<file path="config.mk">
export PLATFORM = sky130hd
export DESIGN_NAME = mod_sched
export DESIGN_NICKNAME = d
export VERILOG_FILES = /design/src/rtl/mod_sched.sv
export SDC_FILE = /design/constraint.sdc
export NUM_CORES = 1
export LEC_CHECK = 0
export CAP_MARGIN = 20
export CORE_UTILIZATION = 42
export DETAILED_ROUTE_END_ITERATION = 8
export PLACE_DENSITY = 0.78
export SYNTH_ARGS = -nofsm -noshare
export SYNTH_HDL_FRONTEND = slang
export SYNTH_SLANG_ARGS = --single-unit
</file>
<file path="constraint.sdc">
create_clock -name clk -period 2.1 [get_ports clk]
set_clock_uncertainty 0.1 [all_clocks]
set_input_delay 0.315 -clock clk [delete_from_list [all_inputs] [get_ports clk]]
set_output_delay 0.315 -clock clk [all_outputs]
set_load 0.05 [all_outputs]
</file>
<file path="src/rtl/mod_sched.sv">
// mod_sched: ASK/FSK/PSK carrier scheduler.
// Runs a 10-bit phase accumulator through an external shared adder, paces
// baseband bits one per symbol (sym_len clocks) and drives the sine ROM
// address and the amplitude gate. Three-state control: IDLE, LOAD, RUN.
module mod_sched (
  input  logic        clk,
  input  logic        rst_n,
  input  logic [1:0]  mode,
  input  logic [9:0]  fw0,
  input  logic [9:0]  fw1,
  input  logic [15:0] sym_len,
  input  logic        start,
  input  logic        stop,
  input  logic        bit_in,
  input  logic        bit_valid,
  output logic        bit_ready,
  output logic [9:0]  add_a,
  output logic [9:0]  add_b,
  input  logic [9:0]  add_sum,
  output logic [9:0]  rom_addr,
  output logic        amp_en,
  output logic        busy,
  output logic        underrun
);

  // Control states
  localparam logic [1:0] ST_IDLE = 2'd0;
  localparam logic [1:0] ST_LOAD = 2'd1;
  localparam logic [1:0] ST_RUN  = 2'd2;

  // Modulation modes
  localparam logic [1:0] MODE_OFF = 2'b00;
  localparam logic [1:0] MODE_ASK = 2'b01;
  localparam logic [1:0] MODE_FSK = 2'b10;
  localparam logic [1:0] MODE_PSK = 2'b11;

  // Architectural state
  logic [1:0]  state_q,     state_d;
  logic [9:0]  phase_q,     phase_d;
  logic [15:0] sym_cnt_q,   sym_cnt_d;
  logic        cur_bit_q,   cur_bit_d;
  logic        stop_pend_q, stop_pend_d;
  logic [1:0]  mode_q,      mode_d;
  logic        underrun_q,  underrun_d;

  // Derived control
  logic        in_run;
  logic        in_load;
  logic        sym_last;
  logic        stop_any;
  logic        xfer;
  logic        go_idle;
  logic        flip;
  logic [9:0]  fw_sel;
  logic [15:0] sym_reload;

  assign in_run   = (state_q == ST_RUN);
  assign in_load  = (state_q == ST_LOAD);
  assign sym_last = in_run && (sym_cnt_q == 16'd0);

  // A stop arriving in the same cycle as a decision point counts as pending,
  // so the block never accepts a bit it is about to abandon.
  assign stop_any = stop_pend_q | stop;

  // Symbol length 0 behaves as 1: reload value is max(sym_len,1)-1.
  assign sym_reload = (sym_len == 16'd0) ? 16'd0 : (sym_len - 16'd1);

  // Only FSK switches frequency on the current bit; ASK/PSK always use fw0.
  assign fw_sel = ((mode_q == MODE_FSK) && cur_bit_q) ? fw1 : fw0;

  // PSK with bit 1 reads the ROM half a turn away (180-degree offset).
  assign flip = (mode_q == MODE_PSK) && cur_bit_q;

  // Ready in LOAD and on the last symbol cycle of RUN, unless stopping.
  always_comb begin
    bit_ready = 1'b0;
    if (in_load || sym_last) begin
      bit_ready = ~stop_any;
    end
  end

  assign xfer = bit_ready & bit_valid;

  // Next-state and datapath control for the IDLE/LOAD/RUN machine.
  always_comb begin
    state_d     = state_q;
    phase_d     = phase_q;
    sym_cnt_d   = sym_cnt_q;
    cur_bit_d   = cur_bit_q;
    stop_pend_d = stop_pend_q;
    mode_d      = mode_q;
    underrun_d  = 1'b0;
    go_idle     = 1'b0;

    case (state_q)
      ST_IDLE: begin
        phase_d = 10'd0;
        // stop is meaningless here; start with mode off is dropped.
        if (start && (mode != MODE_OFF)) begin
          state_d = ST_LOAD;
          mode_d  = mode;
        end
      end

      ST_LOAD: begin
        // Phase holds; wait for a bit or a stop.
        if (stop_any) begin
          go_idle = 1'b1;
        end else if (xfer) begin
          state_d   = ST_RUN;
          cur_bit_d = bit_in;
          sym_cnt_d = sym_reload;
        end
      end

      ST_RUN: begin
        // Accumulate every RUN cycle; wrap comes from the 10-bit adder.
        phase_d = add_sum;
        if (!sym_last) begin
          sym_cnt_d = sym_cnt_q - 16'd1;
          if (stop) begin
            stop_pend_d = 1'b1;
          end
        end else if (stop_any) begin
          go_idle = 1'b1;
        end else if (xfer) begin
          // Back-to-back symbol, no gap cycle.
          cur_bit_d = bit_in;
          sym_cnt_d = sym_reload;
        end else begin
          state_d    = ST_LOAD;
          underrun_d = 1'b1;
        end
      end

      default: begin
        go_idle = 1'b1;
      end
    endcase

    // Entering IDLE returns everything to its quiescent values.
    if (go_idle) begin
      state_d     = ST_IDLE;
      phase_d     = 10'd0;
      sym_cnt_d   = 16'd0;
      cur_bit_d   = 1'b0;
      stop_pend_d = 1'b0;
      mode_d      = MODE_OFF;
    end
  end

  // State registers with synchronous active-low reset.
  always_ff @(posedge clk) begin
    if (!rst_n) begin
      state_q     <= ST_IDLE;
      phase_q     <= 10'd0;
      sym_cnt_q   <= 16'd0;
      cur_bit_q   <= 1'b0;
      stop_pend_q <= 1'b0;
      mode_q      <= MODE_OFF;
      underrun_q  <= 1'b0;
    end else begin
      state_q     <= state_d;
      phase_q     <= phase_d;
      sym_cnt_q   <= sym_cnt_d;
      cur_bit_q   <= cur_bit_d;
      stop_pend_q <= stop_pend_d;
      mode_q      <= mode_d;
      underrun_q  <= underrun_d;
    end
  end

  // Adder operands: phase + fw_sel while running, phase + 0 otherwise.
  assign add_a = phase_q;
  assign add_b = in_run ? fw_sel : 10'd0;

  // ROM address follows the phase register directly, so the first RUN cycle
  // shows the pre-accumulation phase.
  assign rom_addr = {phase_q[9] ^ flip, phase_q[8:0]};

  // Amplitude gate: ASK keys on the bit, FSK/PSK run at full amplitude.
  always_comb begin
    amp_en = 1'b0;
    if (in_run) begin
      amp_en = (mode_q == MODE_ASK) ? cur_bit_q : 1'b1;
    end
  end

  assign busy = (state_q != ST_IDLE);

  // Underrun is registered: it pulses in the first LOAD cycle after the
  // boundary that found no bit.
  assign underrun = underrun_q;

endmodule

</file>
==> results, run 1 <==
- The fraction of post-synthesis cell area in the top cell type by area is 0.258.
- For this run, the register share of the synthesized area comes to 0.258.
- The flow ran to the end, but the final reports show violations.
- The total of flip-flops plus latches after synthesis is 33.
- The fraction of registers with async set/reset is 0.
- During I/O placement, the number of pins put on the boundary was 88.
- The mean instance size in the synthesized netlist is 7.55 µm².
- The clock buffer count from CTS is 5.
- The min-delay analysis places its worst path in the category register to register.
- Setup violations remaining at the end of the flow were counted as 9.
- Summed over all instances, the cell type with the most area after synthesis is dfxtp_1.
- The HPWL after detailed placement is 6470 µm.
- The number of antenna diodes is 0.
- The peak supply drop is 0.000631 V.
- The number of input and output port buffers inserted is 87.
- After the last flow step, the layout net total stands at 549.
- The vertical die dimension is 80.1 µm.
- The initial antenna violation count was 0.
- OpenSTA, run right after detailed placement, puts the worst setup slack at -0.127 ns.
- In the post-synthesis netlist, the biggest area contributors are dfxtp_1 26%, a21oi_1 8.0%, nand2_1 6.2%.
- The number of iterations in the first detailed-routing pass is 6.
- For this run, design rule violations remaining after detail routing come to 0.
- Yosys mapped the design onto 53 distinct sky130hd cell types.
- In this run the critical register-to-register path is captured at sym_cnt_q[8]$_SDFFE_PP0P_.
- The total die area is 0.00641 mm².
- The startpoint of the tightest hold check path is cur_bit_q$_SDFFE_PP0P_.
- No sink is reached through more buffers than the 2 on the longest clock path.
- Dividing the detail-routed via count by the number of cells gives 5.76.
- The number of maximum-capacitance violations is 0.
- The smallest clock period supported by the final layout is computed as 2.17 ns.
- The count of endpoints failing hold in the final timing report was 0.
- The overall track demand over capacity in global routing is 0.279.
- The final wirelength is 9300 µm.
- For the worst-skew pair, the clock arrives at the later sink with an insertion delay of 0.29 ns.
- Setup slack on the worst reg-to-reg path comes out at -0.07 ns.
- The count of filler cells inserted in the layout is 419.
- The path type of the worst setup path is register to register.
- The area growth from synthesis to layout is 73.7%.
- Synthesis produced a netlist with a net count of 400.
- In this run the tightest slew margin relative to its limit is 0.651.
- The cell depth of the worst min-delay path is 2.
- The post-synthesis instance area is 0.00256 mm².
- Setup repair after global routing could not meet its margin everywhere.
- The destination of the worst hold path is cur_bit_q$_SDFFE_PP0P_.
- The number of instances in the synthesized netlist is 339.
- The final global-route overflow total is 0.
- The top achievable clock speed is 462 MHz.
- The share of the cycle needed by the critical path after routing is 1.03.
- Entering global routing, the biggest net connects 23 pins.
- The global-route wire length before repair is 13,700 µm.
- The main flop type after synthesis is dfxtp_1.
- The worst endpoint data arrival time is 2.25 ns.
- The share of the core filled with cells is 0.755.
- The CTS root buffer is clkbuf_8.
- The most frequent standard cell in the layout excluding fill and tap cells is buf_4.
- The design draws 2.87 mW.
- Yosys mapped a number of flops with a built-in enable equal to 0.
- During synthesis, Yosys emitted a total of 0 warnings.
- The clock drives 33 sinks.
- The final reports fail on setup timing.
- Row generation in the floorplan step produced 28 rows.
- The worst setup path is launched from a register.
- The first-iteration detailed-routing DRC count is 208.
- The fraction of layout instances using a drive strength above 1 is 0.319.
- The clock slew seen by the registers of the worst setup and hold paths is 0.07 ns.
- The worst-case setup margin in the final layout is -0.0653 ns.
- The number of global-route vias before repair came to 3,030.
- The standard cell core area is 0.00589 mm².
- CTS built an H-tree with a depth of 2.
- In the layout the commonest cells are 75 x buf_4, 73 x clkdlybuf4s50_1, 41 x nand2_1.
- Dividing the detail-routed wire length by the instance count gives 16.5 µm.
- From left edge to right edge, the die measures 80.1 µm.
- The power density relative to cell area is 645 mW/mm².
- The static leakage power is 1.75 nW.
- TritonCTS built the clock tree.
- The count of hold-fix buffers inserted at cts is 0.
- The routability congestion estimate is 1.00.
- Of all nets on the critical path, the largest fanout is 8.
- The pin slew with the least headroom to its limit is 0.521 ns.
- The worst setup path is captured at a register.
- The number of cells on the worst reg-to-reg path is 8.
- The initial utilization of the core area, before any placement, comes to 0.435.
- The detail route stage leaves a number of antenna-violating nets equal to 0.
- Detailed routing inserted a total of 3,247 vias.
- STA puts the critical path data required time at 2.18 ns.
- The max-slew violation count is 0.
- In this run the critical register-to-register path is launched from sym_cnt_q[6]$_SDFFE_PP0P_.
- The sequential cell area is 667 µm².
- The footprint of the multi-input gates is 0.00187 mm².
## worst max-delay path, cell delays in order (launching register included)
cell and delay, ns:
dfxtp_2 0.34, nor4_4 0.33, buf_4 0.18, buf_4 0.12, a41oi_1 0.16, buf_4 0.23, o21a_1 0.30, a21oi_1 0.23
nor4_2 0.07
## cell families after synthesis
| kind of cell | after synthesis | synth area share |
|---|---|---|
| buffers and inverters | 37 | 0.0846 |
| AO/OA/AOI/OAI | 88 | 0.221 |
| adder cells (fa/ha/maj) | 7 | 0.0342 |
| flip-flops | 33 | 0.258 |
| XOR/XNOR | 10 | 0.0342 |
| AND/OR/NAND/NOR | 156 | 0.334 |
| multiplexers | 8 | 0.0342 |
## layer usage
metal,up-vias,share of wire,GRT usage
met5,-,0,0
met1,1475,0.35,0.279
met4,0,0.032,0.161
met3,33,0.10,0.0648
met2,201,0.51,0.524
li1,1538,-,-
## cell type report
| type | count | share of cell area |
|---|---|---|
| clock inverters | 1 | 0.00113 |
| multi-input cells | 269 | 0.420 |
| inverters | 11 | 0.00929 |
| repair buffers | 168 | 0.376 |
| flip-flops and latches | 33 | 0.150 |
| clock buffers | 7 | 0.0217 |
| well taps | 75 | 0.0211 |
## stage by stage
stage / cells / setup TNS [ns] / hold WS (ns) / cell area [µm²]
2_1_floorplan: 339 / -1.76 / 0.291 / 2560
3_3_place_gp: 545 / -0.300 / 0.379 / 4020
3_5_place_dp: 545 / -1.29 / 0.390 / 4020
4_1_cts: 557 / -0.141 / 0.400 / 4210
5_1_grt: 564 / -1.14 / 0.422 / 4450
6_report: 564 / -0.429 / 0.394 / 4450
## flip-flops by register name (all words and copies together) (netlist names)
| signal | count |
|---|---|
| sym_cnt_q | 16 |
| add_a | 10 |
| mode_q | 2 |
| state_q | 2 |
| cur_bit_q | 1 |
| stop_pend_q | 1 |
| underrun | 1 |
## report_power, final
group	internal, mW	switching [mW]
combinational	0.767	0.852
sequential	0.671	0.0426
clock	0.296	0.236
total	1.73	1.13
## synthesized netlist by cell type (4+ instances only)
| cell type | number |
|---|---|
| buf_6 | 5 |
| xnor2_1 | 7 |
| inv_1 | 11 |
| nor2b_1 | 4 |
| nor3_1 | 11 |
| nand3_1 | 13 |
| dfxtp_1 | 33 |
| mux2_2 | 6 |
| clkbuf_1 | 9 |
| buf_4 | 10 |
| nand2_1 | 42 |
| a21oi_1 | 41 |
| and3_1 | 14 |
| o21ai_0 | 9 |
| ha_1 | 7 |
| a22oi_1 | 4 |
| nor2_1 | 30 |
| nand4_1 | 10 |
| nor4_1 | 7 |
| o31ai_1 | 4 |
## worst max-delay path by stage
stage                                    from                   endpoint  slack [ns]  cells past startpoint
finish              sym_cnt_q[6]$_SDFFE_PP0P_  sym_cnt_q[8]$_SDFFE_PP0P_       -0.07                      8
global route        sym_cnt_q[6]$_SDFFE_PP0P_  sym_cnt_q[2]$_SDFFE_PP0P_       -0.13                      8
CTS                 sym_cnt_q[1]$_SDFFE_PP0P_                  bit_ready       -0.08                      8
detailed placement                 sym_len[0]  sym_cnt_q[5]$_SDFFE_PP0P_       -0.13                      8
global placement                   sym_len[0]  sym_cnt_q[5]$_SDFFE_PP0P_       -0.08                      8
floorplan             state_q[0]$_SDFFE_PP0P_                   add_b[0]       -0.17                      6
## what timing repair did
action	4_1_cts	5_1_grt
pin swaps	6	5
setup endpoints to repair	19	40
gates cloned	0	2
gates resized for setup	17	32
setup buffers	4	5
No activity file was read; power rests on OpenSTA's default activity.
==> inputs of run 2 (changes only) <==
--- a/config.mk
+++ b/config.mk
@@ -6,6 +6,7 @@
 export NUM_CORES = 1
 export LEC_CHECK = 0
 export CAP_MARGIN = 20
+export CORE_MARGIN = 2
 export CORE_UTILIZATION = 42
 export DETAILED_ROUTE_END_ITERATION = 8
 export PLACE_DENSITY = 0.78
==> run 2 against run 1 <==
The run still ends with setup timing left. Core utilization fell by 0.64 points. Final cell count fell by 0.35%. Largest power group unchanged. Final area fell by 0.25%. Sequential power barely moved. Setup slack got worse by 0.064 ns. Register-to-register slack improved by 0.05 ns. Die area rose by 5.1%.
==> results, run 2 (synthesis results as in run 1) <==
- Unrepaired setup endpoints after global routing: true (unchanged).
- The global-route wire length before repair came to 14,100 µm (was 13,700 µm).
- The detail-routed via count per cell is 5.80 (was 5.76).
- The final global-route overflow total is 0 (unchanged).
- The detailed-route wire length per cell is 17.2 µm (was 16.5 µm).
- The worst endpoint required time is 1.68 ns (was 2.18 ns).
- The initial antenna violation count came to 0 (unchanged).
- The HPWL after detailed placement is 6780 µm (was 6470 µm).
- Cells traversed along the worst timing path: inv_2, ha_4, nor4bb_4, and4_4, buf_6, nor2_4, nor2_4, buf_12 (was nor4_4, buf_4, buf_4, a41oi_1, buf_4, o21a_1, a21oi_1, nor4_2).
- The number of input and output port buffers inserted is 87 (unchanged).
- The routability congestion estimate is 0.955 (was 1.00).
- The placed standard-cell area is 0.00400 mm² (was 0.00402 mm²).
- The number of cell instances on the worst register-to-register path is 8 (unchanged).
- The register with the highest flop count is sym_cnt_q (unchanged).
- The final layout net count is 547 (was 549).
- The maximum level of the CTS H-tree is 2 (unchanged).
- The clock slew seen by the registers of the worst setup and hold paths is 0.07 ns (about the same).
- The share of the cycle needed by the critical path after routing is 1.06 (was 1.03).
- The initial cell density of the core came to 0.432 (was 0.435).
- The worst-case setup margin in the final layout is -0.129 ns (was -0.0653 ns).
- The capture instance of the worst register-to-register path is sym_cnt_q[3]$_SDFFE_PP0P_ (was sym_cnt_q[8]$_SDFFE_PP0P_).
- The clock insertion delay at the later pin of the skew report is 0.30 ns (was 0.29 ns).
- The clock buffer count from CTS is 5 (unchanged).
- The most frequent standard cell in the layout excluding fill and tap cells is buf_4 (unchanged).
- The total of endpoints with negative setup slack in the final report was 3 (was 9).
- The worst endpoint data arrival time is 1.81 ns (was 2.25 ns).
- The cell depth of the worst min-delay path is 2 (unchanged).
- Leading cell types in the layout, fill and taps excluded: 76 x buf_4, 73 x clkdlybuf4s50_1, 41 x nand2_1 (was 75 x buf_4, 73 x clkdlybuf4s50_1, 41 x nand2_1).
- The sort of element at the end of the critical path is a primary output (was register).
- The number of sinks handled by clock tree synthesis came to 33 (unchanged).
- The power density relative to cell area was 635 mW/mm² (was 645 mW/mm²).
- The remaining routing DRC violations is 0 (unchanged).
- The first-iteration detailed-routing DRC count is 203 (was 208).
- The final cell area excluding filler cells came to 0.00443 mm² (was 0.00445 mm²).
- The number of global-route vias before repair is 3,136 (was 3,030).
- The total die area is 0.00673 mm² (was 0.00641 mm²).
- The sum of negative setup slack is -0.163 ns (was -0.429 ns).
- The CTS tree was built (unchanged).
- The max-slew violation count is 0 (unchanged).
- The critical path buffer and inverter count is 3 (unchanged).
- The peak supply drop was 0.000489 V (was 0.000631 V).
- The classification of the worst-slack hold path was register to register (unchanged).
- The path type of the worst setup path was register to primary output (was register to register).
- The standard cell core area was 0.00592 mm² (was 0.00589 mm²).
- The post-placement worst setup slack is -0.283 ns (was -0.127 ns).
- The number of maximum-capacitance violations is 0 (unchanged).
- The count of filler cells inserted in the layout was 424 (was 419).
- The post-route minimum period is 2.23 ns (was 2.17 ns).
- The maximum number of pins on one net before global-route repair is 23 (unchanged).
- The count of endpoints failing hold in the final timing report came to 0 (unchanged).
- The startpoint of the tightest hold check path was cur_bit_q$_SDFFE_PP0P_ (unchanged).
- The count of hold-fix buffers inserted at cts is 0 (unchanged).
- Result of the run: complete, but fails checks (unchanged).
- The number of antenna-violating nets in the routed design is 0 (unchanged).
- The top achievable clock speed is 449 MHz (was 462 MHz).
- The maximum fanout along the worst path is 3 (was 8).
- The flip-flop count of the largest register, all copies and words added came to 16 (unchanged).
- The number of antenna diodes is 0 (unchanged).
- The number of placement rows was 28 (unchanged).
- The fraction of layout instances using a drive strength above 1 is 0.331 (was 0.319).
- The register-to-register setup slack is -0.02 ns (was -0.07 ns).
- The CTS root buffer is clkbuf_8 (unchanged).
- The final wirelength came to 9690 µm (was 9300 µm).
- The launching element type of the critical path is a register (unchanged).
- The static leakage power is 1.74 nW (was 1.75 nW).
- The number of non-filler instances in the completed layout came to 562 (was 564).
- The destination of the worst hold path is cur_bit_q$_SDFFE_PP0P_ (unchanged).
- The pin slew with the least headroom to its limit is 0.509 ns (was 0.521 ns).
- Violations in the final reports: setup timing (unchanged).
- The sequential cell area is 664 µm² (was 667 µm²).
- The highest-delay cell along the critical path is dfxtp_2 (unchanged).
- The cell count after placement is 543 (was 545).
- The start of the worst register-to-register path is sym_cnt_q[0]$_SDFFE_PP0P_ (was sym_cnt_q[6]$_SDFFE_PP0P_).
- The number of iterations in the first detailed-routing pass is 7 (was 6).
- The kind of cell adding the most delay to the critical path is simple AND/OR/NAND/NOR gates (was compound AO/OA/AOI/OAI gates).
- The area growth from synthesis to layout is 73.3% (was 73.7%).
- The number of buffers on the longest clock path came to 2 (unchanged).
- The floorplan die width is 82.1 µm (was 80.1 µm).
- The vertical die dimension is 82.1 µm (was 80.1 µm).
- The relative slew slack is 0.660 (was 0.651).
- The stage delay of the slowest cell on the critical path is 0.33 ns (was 0.34 ns).
- The count of pins on the block boundary is 88 (unchanged).
- The total power is 2.82 mW (was 2.87 mW).
- The overall track demand over capacity in global routing is 0.276 (was 0.279).
- The via count came to 3,257 (was 3,247).
- The cell repeated most along the worst path is nor2_4 (was buf_4).
- The footprint of the multi-input gates is 0.00192 mm² (was 0.00187 mm²).
## run 2: cell count changes in the layout (fill, tap and decap cells not counted), sizes merged
cell	delta
clkbuf	-2
## run 2: repair_timing
item | CTS | global route
endpoints found under the setup margin | 19 | 23
setup buffers | 4 | 9
gates resized for setup | 26 | 29
pin swaps | 4 | 6
## run 2: stage by stage
step | hold WS [ns] | utilization
3_3_place_gp | 0.379 | 0.676
5_1_grt | 0.429 | 0.749
2_1_floorplan | 0.291 | -
6_report | 0.394 | 0.749
3_5_place_dp | 0.387 | 0.676
4_1_cts | 0.397 | 0.715
## run 2: power breakdown
group	internal [mW]	switching [mW]
sequential	0.670	0.0448
clock	0.296	0.253
combinational	0.726	0.826
## run 2: metal layers
metal / share of wire / up-vias / track usage
met5: 0 / - / 0
met4: 0.046 / 0 / 0.178
met1: 0.35 / 1507 / 0.264
met3: 0.094 / 44 / 0.0736
li1: - / 1526 / -
met2: 0.51 / 180 / 0.513
## run 2: layout make-up
| cell class | count | area share |
|---|---|---|
| inverter | 11 | 0.00931 |
| multi-input combinational | 269 | 0.433 |
| sequential | 33 | 0.150 |
| clock buffer | 7 | 0.0217 |
| clock inverter | 1 | 0.00113 |
| timing repair buffer | 166 | 0.364 |
| tap | 75 | 0.0212 |
## run 2: worst max-delay path by stage
stage | start | endpoint | depth (start not counted)
floorplan | state_q[0]$_SDFFE_PP0P_ | add_b[0] | 6
global placement | sym_len[0] | sym_cnt_q[1]$_SDFFE_PP0P_ | 8
detailed placement | sym_len[0] | sym_cnt_q[1]$_SDFFE_PP0P_ | 8
CTS | sym_cnt_q[1]$_SDFFE_PP0P_ | bit_ready | 8
global route | state_q[0]$_SDFFE_PP0P_ | bit_ready | 8
finish | sym_cnt_q[0]$_SDFFE_PP0P_ | bit_ready | 8
## run 2: worst reg2reg max path, cell delays in order (launching register included)
cell and delay, ns:
dfxtp_2 0.33, inv_2 0.07, ha_4 0.16, nor4bb_4 0.30, and4_4 0.27, buf_4 0.16, o21a_4 0.15, mux2_4 0.30
o31ai_1 0.21
